**src/rtl/rtmq_output_sr_buf_pkg.sv**
```systemverilog
// rtmq_output_sr_buf_pkg: shared RTMQ peripheral widths, ALU bus layout and control bit indices
package rtmq_output_sr_buf_pkg;
   localparam int W_REG = 32;
   localparam int W_ADR = 8;
   localparam int CTL_DIR  = 0;
   localparam int CTL_AUTO = 1;
   localparam int CTL_CMT  = 2;
   localparam int CTL_CLR  = 3;
   // One register write slot; the ALU bus carries two, so a push and a
   // control write can land on the same edge.
   typedef struct packed {
      logic             wen;
      logic [W_ADR-1:0] adr;
      logic [W_REG-1:0] dat;
   } alu_lane_t;
   typedef struct packed {
      alu_lane_t l1;
      alu_lane_t l0;
   } alu_bus_t;
   localparam int W_ALU = $bits(alu_bus_t);
   function automatic int osr_cnt_w(input int n);
      return $clog2(n + 1);
   endfunction
endpackage

```
**src/rtl/rtmq_output_sr_buf_if.sv**
```systemverilog
// rtmq_output_sr_buf_if: ALU bus input and committed-data outputs of the output shift register buffer
//   alu_out : ALU output bus (master drives)
//   dat_out : committed parallel data, dat_stb : commit strobe
//   wrd_cnt : words pushed since last commit/clear, ovf : sticky overflow
interface rtmq_output_sr_buf_if
   import rtmq_output_sr_buf_pkg::*;
#(
   parameter int N_SRL = 6
);
   localparam int W_OSR = W_REG * N_SRL;
   localparam int W_CNT = osr_cnt_w(N_SRL);
   logic [W_ALU-1:0] alu_out;
   logic [W_OSR-1:0] dat_out;
   logic             dat_stb;
   logic [W_CNT-1:0] wrd_cnt;
   logic             ovf;
   modport master (output alu_out, input dat_out, dat_stb, wrd_cnt, ovf);
   modport slave  (input alu_out, output dat_out, dat_stb, wrd_cnt, ovf);
endinterface

```
**src/rtl/RTMQ_GPRegister.sv**
```systemverilog
// RTMQ_GPRegister: general-purpose register decoding one address on the ALU bus
//   alu_out : ALU bus, trg : write hit this cycle
//   dat     : written value, passed straight through in the write cycle
module RTMQ_GPRegister
   import rtmq_output_sr_buf_pkg::*;
#(
   parameter int               ADDR    = 0,
   parameter logic [W_REG-1:0] RST_VAL = '0
) (
   input  logic             clk,
   input  logic             rst,
   input  logic [W_ALU-1:0] alu_out,
   output logic             trg,
   output logic [W_REG-1:0] dat
);
   alu_bus_t         bus;
   logic             hit0, hit1;
   logic [W_REG-1:0] dat_q, dat_d;
   always_comb begin
      bus   = alu_bus_t'(alu_out);
      hit0  = bus.l0.wen && bus.l0.adr == W_ADR'(ADDR);
      hit1  = bus.l1.wen && bus.l1.adr == W_ADR'(ADDR);
      trg   = hit0 || hit1;
      // both slots hitting the same address: the higher slot wins
      dat_d = hit1 ? bus.l1.dat : hit0 ? bus.l0.dat : dat_q;
      dat   = dat_d;
   end
   always_ff @(posedge clk) begin
      if (rst) dat_q <= RST_VAL;
      else     dat_q <= dat_d;
   end
endmodule

```
**src/rtl/rtmq_osr_core.sv**
```systemverilog
// rtmq_osr_core: shadow shift register, word counter, commit and overflow logic
//   push/push_dat : shift a word in, dir selects end (0: MSBs, 1: LSBs)
//   auto          : commit once N_SRL words have been pushed
//   commit/clear  : explicit commit / clear strobes (clear wins)
//   dat_out, dat_stb, wrd_cnt, ovf : committed data and status
module rtmq_osr_core
   import rtmq_output_sr_buf_pkg::*;
#(
   parameter int N_SRL = 6
) (
   input  logic                         clk,
   input  logic                         rst,
   input  logic                         push,
   input  logic [W_REG-1:0]             push_dat,
   input  logic                         dir,
   input  logic                         auto,
   input  logic                         commit,
   input  logic                         clear,
   output logic [W_REG*N_SRL-1:0]       dat_out,
   output logic                         dat_stb,
   output logic [osr_cnt_w(N_SRL)-1:0]  wrd_cnt,
   output logic                         ovf
);
   localparam int W_OSR = W_REG * N_SRL;
   localparam int W_CNT = osr_cnt_w(N_SRL);
   localparam logic [W_CNT-1:0] CNT_MAX = W_CNT'(N_SRL);
   logic [W_OSR-1:0] sh_q, sh_d, out_q, out_d, sh_psh;
   logic [W_CNT-1:0] cnt_q, cnt_d;
   logic             ovf_q, ovf_d, stb_q, stb_d, full, cmt;
   always_comb begin
      sh_psh = !push ? sh_q :
               dir   ? {sh_q[W_OSR-W_REG-1:0], push_dat} :
                       {push_dat, sh_q[W_OSR-1:W_REG]};
      full   = cnt_q == CNT_MAX;
      // auto commit fires on the push that brings the count to N_SRL
      cmt    = commit || (auto && push && cnt_q >= CNT_MAX - 1'b1);
      sh_d   = clear ? '0 : sh_psh;
      // committed data includes a push landing on the same edge
      out_d  = (cmt && !clear) ? sh_psh : out_q;
      cnt_d  = (clear || cmt) ? '0 : (push && !full) ? cnt_q + 1'b1 : cnt_q;
      ovf_d  = !clear && (ovf_q || (push && full));
      stb_d  = cmt && !clear;
   end
   always_ff @(posedge clk) begin
      if (rst) begin
         sh_q  <= '0;
         out_q <= '0;
         cnt_q <= '0;
         ovf_q <= 1'b0;
         stb_q <= 1'b0;
      end else begin
         sh_q  <= sh_d;
         out_q <= out_d;
         cnt_q <= cnt_d;
         ovf_q <= ovf_d;
         stb_q <= stb_d;
      end
   end
   assign dat_out = out_q;
   assign dat_stb = stb_q;
   assign wrd_cnt = cnt_q;
   assign ovf     = ovf_q;
endmodule

```
**src/rtl/rtmq_output_sr_buf.sv**
```systemverilog
// rtmq_output_sr_buf: double-buffered output shift register on the RTMQ ALU bus
//   clk, rst : clock, synchronous active-high reset
//   bus      : ALU bus in; dat_out/dat_stb/wrd_cnt/ovf out
//   ADDR pushes a word; ADDR_CTL takes {clear, commit, auto, dir} in bits [3:0]
module rtmq_output_sr_buf
   import rtmq_output_sr_buf_pkg::*;
#(
   parameter int ADDR     = 0,
   parameter int ADDR_CTL = 1,
   parameter int N_SRL    = 6,
   parameter bit DIR_DEF  = 1'b0,
   parameter bit AUTO_DEF = 1'b1
) (
   input logic                 clk,
   input logic                 rst,
   rtmq_output_sr_buf_if.slave bus
);
   if (N_SRL < 2 || ADDR == ADDR_CTL) begin : g_cfg_err
      $error("rtmq_output_sr_buf: N_SRL must be >= 2 and ADDR must differ from ADDR_CTL");
   end
   logic             psh_trg, ctl_trg;
   logic [W_REG-1:0] psh_dat, ctl_dat;
   logic             dir_q, dir_d, auto_q, auto_d;
   logic             unused_ctl;
   RTMQ_GPRegister #(.ADDR(ADDR)) u_dat (
      .clk     (clk),
      .rst     (rst),
      .alu_out (bus.alu_out),
      .trg     (psh_trg),
      .dat     (psh_dat)
   );
   RTMQ_GPRegister #(.ADDR(ADDR_CTL), .RST_VAL(W_REG'({AUTO_DEF, DIR_DEF}))) u_ctl (
      .clk     (clk),
      .rst     (rst),
      .alu_out (bus.alu_out),
      .trg     (ctl_trg),
      .dat     (ctl_dat)
   );
   // dir/auto are held here so a push on the write edge still sees the old values
   always_comb begin
      dir_d      = ctl_trg ? ctl_dat[CTL_DIR]  : dir_q;
      auto_d     = ctl_trg ? ctl_dat[CTL_AUTO] : auto_q;
      unused_ctl = ^ctl_dat[W_REG-1:CTL_CLR+1];
   end
   always_ff @(posedge clk) begin
      if (rst) begin
         dir_q  <= DIR_DEF;
         auto_q <= AUTO_DEF;
      end else begin
         dir_q  <= dir_d;
         auto_q <= auto_d;
      end
   end
   rtmq_osr_core #(.N_SRL(N_SRL)) u_core (
      .clk      (clk),
      .rst      (rst),
      .push     (psh_trg),
      .push_dat (psh_dat),
      .dir      (dir_q),
      .auto     (auto_q),
      .commit   (ctl_trg && ctl_dat[CTL_CMT]),
      .clear    (ctl_trg && ctl_dat[CTL_CLR]),
      .dat_out  (bus.dat_out),
      .dat_stb  (bus.dat_stb),
      .wrd_cnt  (bus.wrd_cnt),
      .ovf      (bus.ovf)
   );
endmodule
```
**src/flat_wrapper.sv**
```systemverilog
// flat-port wrapper written by rule: the top's interface ports become plain ports
module rtmq_output_sr_buf_flat import rtmq_output_sr_buf_pkg::*;
#(
   parameter int ADDR     = 0,
   parameter int ADDR_CTL = 1,
   parameter int N_SRL    = 6,
   parameter bit DIR_DEF  = 1'b0,
   parameter bit AUTO_DEF = 1'b1
)
  (clk, rst, bus_alu_out, bus_dat_out, bus_dat_stb, bus_wrd_cnt, bus_ovf);
  rtmq_output_sr_buf_if #(.N_SRL(N_SRL)) bus_i ();
  input logic clk;
  input logic rst;
  input wire logic [$bits(bus_i.alu_out)-1:0] bus_alu_out;
  output wire logic [$bits(bus_i.dat_out)-1:0] bus_dat_out;
  output wire logic [$bits(bus_i.dat_stb)-1:0] bus_dat_stb;
  output wire logic [$bits(bus_i.wrd_cnt)-1:0] bus_wrd_cnt;
  output wire logic [$bits(bus_i.ovf)-1:0] bus_ovf;
  assign bus_i.alu_out = bus_alu_out;
  assign bus_dat_out = bus_i.dat_out;
  assign bus_dat_stb = bus_i.dat_stb;
  assign bus_wrd_cnt = bus_i.wrd_cnt;
  assign bus_ovf = bus_i.ovf;
  rtmq_output_sr_buf #(.ADDR(ADDR), .ADDR_CTL(ADDR_CTL), .N_SRL(N_SRL), .DIR_DEF(DIR_DEF), .AUTO_DEF(AUTO_DEF)) u_core (.clk(clk), .rst(rst), .bus(bus_i));
endmodule
```
**config.mk**
```make
export PLATFORM = sky130hd
export DESIGN_NAME = rtmq_output_sr_buf_flat
export DESIGN_NICKNAME = d
export VERILOG_FILES = /design/src/rtl/rtmq_output_sr_buf_pkg.sv /design/src/rtl/rtmq_output_sr_buf_if.sv /design/src/rtl/RTMQ_GPRegister.sv /design/src/rtl/rtmq_osr_core.sv /design/src/rtl/rtmq_output_sr_buf.sv /design/src/flat_wrapper.sv
export SDC_FILE = /design/constraint.sdc
export NUM_CORES = 1
export LEC_CHECK = 0
export ABC_AREA = 1
export BUFFER_PORTS_ARGS = -buffer_cell sky130_fd_sc_hd__buf_2
export CAP_MARGIN = 40
export CORE_MARGIN = 4
export CORE_UTILIZATION = 58
export DETAILED_ROUTE_END_ITERATION = 8
export GPL_TIMING_DRIVEN = 0
export PLACE_DENSITY = 0.92
export SYNTH_ARGS = -nofsm -noshare
export SYNTH_HDL_FRONTEND = slang
export SYNTH_SLANG_ARGS = --single-unit
```
**constraint.sdc**
```tcl
create_clock -name clk -period 4.7 [get_ports clk]
set_clock_uncertainty 0.15 [all_clocks]
set_input_delay 0.235 -clock clk [delete_from_list [all_inputs] [get_ports clk]]
set_output_delay 0.235 -clock clk [all_outputs]
set_load 0.005 [all_outputs]
```
==> run metrics, run 1 <==
I/O Buffers=279; worst path bufs/invs=4; initial antenna violation count=0; routed wire length per instance=20.0 um; ys async rst share=0; Unique masters post-synth=29; syn_area_per_cell=6.80 um^2; antenna-violating nets left=0; Synth top cells by count=nand2_1, nor2_1, dfxtp_1; crit end category=flip-flop; layout cells sized above 1=0.145; Initial Util=0.593; Seq cells post-synth=427; clock-pin slew on the worst setup and hold paths=70 ps; Final setup viols=0; top_reg_cell synth=dfxtp_1; clock buffer count from CTS=43; CP max FO=10; slowest stage delay, CP=620 ps; post-detail-place hpwl=55500 um; CORE AREA=31900 um^2; Worst slew margin=0.459; overall die height=189 um; setup repair bufs after CTS=0; Yosys Warn Count=0; post_cts resized=0; post-synthesis cell count=2779; CTS root buf=clkbuf_16; Total Nets Final=3234; Ports=281; Final min period=3210 ps; area of the die=35500 um^2; status=finished clean; Site Rows=65; peak supply drop=0.206 mV; vias in the first global route=19800; area grow syn2layout=20.6%; met2 Usage GRT=0.608; top-area cell type share of the netlist area=0.452; Tightest Hold Check Type=primary input to flip-flop; largest net degree at the start of global routing=16; CP arrival=3550 ps; n_diodes=0; post-route DRC violation count=0; TritonCTS clock tree=yes; max-slew violations=0; power per cell area=332 nW/um^2; Most Crowded Layer GR=met2; CTS Sinks=427; Startpoint Class=primary input; # fillers=2746; GR Util met1=0.549; crit path max-delay cell type=dlygate4sd3_1; Clock Tree Buf Depth=3; routed vias=21000; RSZ-0062 raised after global routing=no; Worst-Margin Slew=812 ps; Final period util=0.682; WP data required=5040 ps; Leakage=0.0103 uW; count leader, synth=nand2_1; WL final=72300 um; ordered list of cells on the worst path=dlygate4sd3_1 > buf_2 > nor3_2 > dlygate4sd3_1 > nand4_1 > nand3_1 > nand2_2 > nand2_1 > buf_2 > nor2_1 > nor2_1; sequential fraction of the synthesis area=0.452; Post-synth EDFFs=0; DP Area=20800 um^2; H-Tree Depth=2; Vias/cell=5.82; die width=189 um; met3 Use GR=0.0873; synth top area cells=dfxtp_1, nand2_1, nor2_1, a21oi_1, nand3_1; kind of critical path=primary input to flip-flop; Max Cap Violations=0; first-pass GRT wire length=111000 um; GRT Resource Usage Total=0.392; grt ovf=0; Synth Net Count=2866; DRT iter0 DRCs=2603; Fmax achieved=0.312 GHz; setup TNS=0 ps; gp weighted congestion=1.01; Yosys top cell by area=dfxtp_1; final instance area=22800 um^2; router iterations before antenna repair=6; Skew-Pair Late Insertion Delay=560 ps; Top Family by Delay on Critical Path=buffers and inverters; Hold Fails Final Rpt=0; Synth Cell Area=18900 um^2
==> repair_timing <==
action / CTS / global route
endpoints found under the hold margin: 45 / 0
endpoints found under the setup margin: 0 / 0
hold buffers: 44 / 0
==> cell usage in the layout (no fill, tap or decap), types with 3 or more instances in the layout <==
cell | synthesis | final
a21oi_1 | 269 | 269
buf_1 | 22 | 22
buf_2 | 98 | 377
bufinv_16 | 0 | 6
clkbuf_1 | 92 | 98
clkbuf_16 | 0 | 45
clkbuf_8 | 0 | 6
clkinv_2 | 0 | 9
clkinvlp_4 | 0 | 5
dfxtp_1 | 427 | 427
dlygate4sd3_1 | 0 | 44
ha_1 | 3 | 3
inv_1 | 177 | 177
nand2_1 | 616 | 616
nand2_2 | 3 | 3
nand3_1 | 234 | 234
nand3b_1 | 30 | 30
nand4_1 | 3 | 3
nor2_1 | 526 | 526
nor3b_1 | 3 | 3
o211ai_1 | 86 | 86
o21ai_0 | 158 | 158
o21ai_1 | 17 | 17
==> layer usage <==
metal	vias up	wire length [um]
li1	9701	-
met1	9709	29500
met2	1423	30900
met3	214	9270
met4	0	2580
met5	-	0
==> tightest hold or removal path, cell delays in order <==
cell      delay (ps)
buf_2             80
nand3b_1          90
nand3_1          110
a21oi_1          150
==> final timing paths <==
path	startpoint	slack [ps]	cells past startpoint	end
setup reg to reg	u_core.dir_q$_SDFFE_PP0N_	1860	10	u_core.u_core.dat_out[64]$_SDFFE_PP0P_
setup / recovery	bus_alu_out[75]	1490	11	u_core.u_core.dat_out[173]$_SDFFE_PP0P_
hold reg to reg	u_core.u_core.dat_out[75]$_SDFFE_PP0P_	330	2	u_core.u_core.dat_out[75]$_SDFFE_PP0P_
hold / removal	bus_alu_out[17]	10	4	u_core.u_dat.dat_q[17]$_SDFF_PP0_
==> final cells by class <==
type / instances / area, um^2 / area share
tap: 435 / 544 / 0.0239
clock inverter: 22 / 280 / 0.0123
multi-input combinational: 1960 / 8750 / 0.384
sequential: 427 / 8550 / 0.375
buffer: 213 / 926 / 0.0406
inverter: 179 / 672 / 0.0295
timing repair buffer: 323 / 1840 / 0.0806
clock buffer: 57 / 1230 / 0.0540
==> flip-flops by register name (all words and copies together) (netlist names) <==
| register | cells |
|---|---|
| u_core.u_dat.dat_q | 32 |
| u_core.u_core.sh_q | 192 |
| u_core.dir_q | 1 |
| u_core.u_core.ovf | 1 |
| u_core.u_core.dat_out | 192 |
| u_core.u_core.dat_stb | 1 |
| u_core.u_ctl.dat_q | 4 |
| u_core.u_core.wrd_cnt | 3 |
| u_core.auto_q | 1 |
==> where the power goes <==
part / internal, uW / total [uW] / switching, uW
registers: 3620 / 3630 / 4.24
clock network: 2180 / 3700 / 1510
logic: 84.5 / 241 / 156
total: 5890 / 7560 / 1670
==> metrics by stage <==
stage           util  power (uW)  setup slack [ps]  hold WS (ps)  cells
2_1_floorplan      -        3820              2840           250   2779
3_3_place_gp   0.654        3910              1460           306   3493
3_5_place_dp   0.654        3920              1430           312   3493
4_1_cts        0.715        7530              1600          1.52   3616
5_1_grt        0.715        7720              1460          56.3   3616
6_report       0.715        7560              1490          12.4   3616
==> cell families (layout without fill, tap and decap cells) <==
kind of cell               count (synthesis)  count (layout)  synth area share
adders and majority gates                  3               3           0.00199
DFF                                      427             427             0.452
buffers and inverters                    392             794            0.0845
AOI/OAI and AO/OA                        533             533             0.153
xor gates and xnor gates                   2               2          0.000927
and+or+nand+nor                         1422            1422             0.307
Power figures use the tool's default switching activity.
==> inputs of run 2 (changes only) <==
--- a/config.mk
+++ b/config.mk
@@ -5,14 +5,14 @@
 export SDC_FILE = /design/constraint.sdc
 export NUM_CORES = 1
 export LEC_CHECK = 0
-export ABC_AREA = 1
+export ABC_AREA = 0
 export BUFFER_PORTS_ARGS = -buffer_cell sky130_fd_sc_hd__buf_2
 export CAP_MARGIN = 40
 export CORE_MARGIN = 4
-export CORE_UTILIZATION = 58
+export CORE_UTILIZATION = 51
 export DETAILED_ROUTE_END_ITERATION = 8
 export GPL_TIMING_DRIVEN = 0
-export PLACE_DENSITY = 0.92
+export PLACE_DENSITY = 0.87
 export SYNTH_ARGS = -nofsm -noshare
 export SYNTH_HDL_FRONTEND = slang
 export SYNTH_SLANG_ARGS = --single-unit
==> constraint.sdc (replaced) <==
create_clock -name clk -period 2.8 [get_ports clk]
set_clock_uncertainty 0.15 [all_clocks]
set_input_delay 0.14 -clock clk [delete_from_list [all_inputs] [get_ports clk]]
set_output_delay 0.14 -clock clk [all_outputs]
set_load 0.005 [all_outputs]
==> run 2 against run 1 <==
  * Sequential power increased by 54%
  * Flip-flop and latch count decreased by 36
  * First-iteration DRC count increased by 7.5%
  * Cell count decreased by 19%
  * Final area decreased by 3.7%
  * Combinational power increased by 76%
  * Global-route usage decreased by 3.5 points
  * Worst setup slack got worse by 1400 ps
  * Critical path type unchanged
  * Largest cell class unchanged
==> run metrics, run 2 <==
FF/Latch Area=7830 um^2; Seq pwr share=0.480; ys async rst share=0; peak supply drop=0.453 mV; Startpoint Class=primary input; DP Area=20300 um^2; final instance area=22000 um^2; post-detail-place hpwl=56300 um; Final period util=0.984; Crit. Startpoint=bus_alu_out[77]; Leakage=0.00845 uW; Hold Path Origin=bus_alu_out[18]; Worst slew margin=0.372; TritonCTS clock tree=yes; gp weighted congestion=1.04; setup repair bufs after CTS=0; DRT iter0 DRCs=2797; hold worst-path end=u_core.u_core.sh_q[18]$_SDFF_PP0_; Max Cap Violations=0; most frequent cells in the layout=dfxtp_1, buf_2, o21ai_0, mux2i_1, nand2_1; routed vias=18900; Yosys Warn Count=0; I/O Buffers=279; Ports=281; Hold Fails Final Rpt=0; Comb pwr share=0.037; area of the multi-input gates=9340 um^2; Seq cells post-synth=391; post-synthesis cell count=2084; mux share of post-synthesis cell area=0.142; GRT Resource Usage Total=0.357; Clock Tree Buf Depth=3; CP max FO=10; CORE AREA=35500 um^2; status=finished clean; Initial Util=0.515; H-Tree Depth=2; Yosys top cell by area=dfxtp_1; clock buffer count from CTS=41; # fillers=2977; kind of critical path=primary input to flip-flop; Post-Synth Adder-Cell Area=0.00205; WP data required=3050 ps; Min-Delay Path Depth=4; slack of the worst reg-to-reg path=70 ps; reg-to-reg endpoint=u_core.u_core.dat_out[47]$_SDFFE_PP0P_; switching pwr=2640 uW; die width=197 um; Tot Pwr=11600 uW; max-slew violations=0; grt ovf=0; count leader, synth=dfxtp_1; Post-synth EDFFs=0; top_reg_cell synth=dfxtp_1; main combinational cell family by area after synthesis=compound AO/OA/AOI/OAI gates; Site Rows=69; sequential fraction of the synthesis area=0.428; Switching Fraction=0.227; layout cells sized above 1=0.189; overall die height=197 um; Synth Area in Simple Gates=0.126; clock-pin slew on the worst setup and hold paths=60 ps; Total Nets Final=2526; post-route DRC violation count=0; router iterations before antenna repair=7; Unique masters post-synth=48; Vias/cell=6.46; Synth Cell Area=18300 um^2; clock power share=0.484; RSZ-0062 raised after global routing=no; synth top area cells=dfxtp_1, mux2i_1, o21ai_0, o211ai_1, nand2_1; Worst-Margin Slew=939 ps; R2R depth=7; crit end category=flip-flop; initial antenna violation count=1; most common cell after layout, fill and taps aside=dfxtp_1; area of the die=38900 um^2; Tightest Hold Check Type=primary input to flip-flop; CP arrival=3010 ps; Finished Layout Cells=2931; vias in the first global route=18200; Synth Net Count=2171; CTS Sinks=391; area grow syn2layout=20.2%; Final setup viols=0; Cell Int Power=9000 uW; Synth top cells by count=dfxtp_1, o21ai_0, mux2i_1; Final min period=2760 ps; first-pass GRT wire length=108000 um; WL final=72900 um; CTS root buf=clkbuf_16; Skew-Pair Late Insertion Delay=550 ps; syn_area_per_cell=8.77 um^2; largest net degree at the start of global routing=14; dpl cells=2825; power per cell area=530 nW/um^2; top-area cell type share of the netlist area=0.428; setup TNS=0 ps; XOR/XNOR Fraction of Synth Area=0.000959; Fmax achieved=0.363 GHz; post-synthesis compound-gate area fraction=0.240; antenna-violating nets left=0; Worst R2R Start=u_core.dir_q$_SDFFE_PP0N_; hold slack=45.7 ps; routed wire length per instance=24.9 um
-- run 2: power groups by stage --
stage               logic (uW)  registers [uW]  clock network, uW
floorplan                  186            5700                  0
global placement           358            5710                  0
detailed placement         369            5710                  0
CTS                        404            5590               5600
global route               443            5580               5860
finish                     425            5590               5630
-- run 2: cell families after synthesis --
kind of cell	count (synthesis)
AND/OR/NAND/NOR	546
buffers and inverters	261
XOR/XNOR	2
AO/OA/AOI/OAI	622
multiplexers	259
adder cells (fa/ha/maj)	3
flip-flops	391
-- run 2: how the worst max path moves through the flow --
stage,to,slack [ps],cells past startpoint
4_1_cts,u_core.dir_q$_SDFFE_PP0N_,40,6
6_report,u_core.u_core.dat_out[191]$_SDFFE_PP0P_,40,9
2_1_floorplan,u_core.u_core.dat_out[23]$_SDFFE_PP0P_,460,8
3_3_place_gp,u_core.u_core.dat_out[48]$_SDFFE_PP0P_,-290,8
3_5_place_dp,u_core.u_core.dat_out[48]$_SDFFE_PP0P_,-340,8
5_1_grt,u_core.u_core.dat_out[124]$_SDFFE_PP0P_,20,7
-- run 2: worst max-delay path, stage by stage --
cell,delay [ps]
buf_2,120
or4b_1,510
clkbuf_1,200
nor3_2,220
buf_2,290
nor2_1,280
buf_2,320
a221oi_1,710
o221ai_1,210
-- run 2: routing by layer --
metal  GRT usage  wire length [um]  up-vias
li1            -                 -     8310
met1       0.469             27100     8824
met5           0                 0        -
met4       0.187              4410        0
met2       0.531             30500     1537
met3       0.105             10900      273
-- run 2: repair_timing --
action                                  4_1_cts  5_1_grt
endpoints found under the setup margin        0        6
hold buffers                                 32        0
resized for setup                             0        7
endpoints found under the hold margin        60        0
-- run 2: per-stage QoR --
stage | setup slack, ps | util
floorplan | 457 | -
global placement | -294 | 0.570
detailed placement | -342 | 0.571
CTS | 42.3 | 0.618
global route | 16.7 | 0.619
finish | 44.3 | 0.619
-- run 2: area by class of cell --
cell class	instances	area share
Antenna cell	1	0.000114
Buffer	224	0.0441
Clock buffer	61	0.0557
Clock inverter	12	0.00661
Inverter	37	0.00633
Multi-Input combinational cell	1432	0.426
Sequential cell	391	0.357
Tap cell	461	0.0263
Timing Repair Buffer	312	0.0787
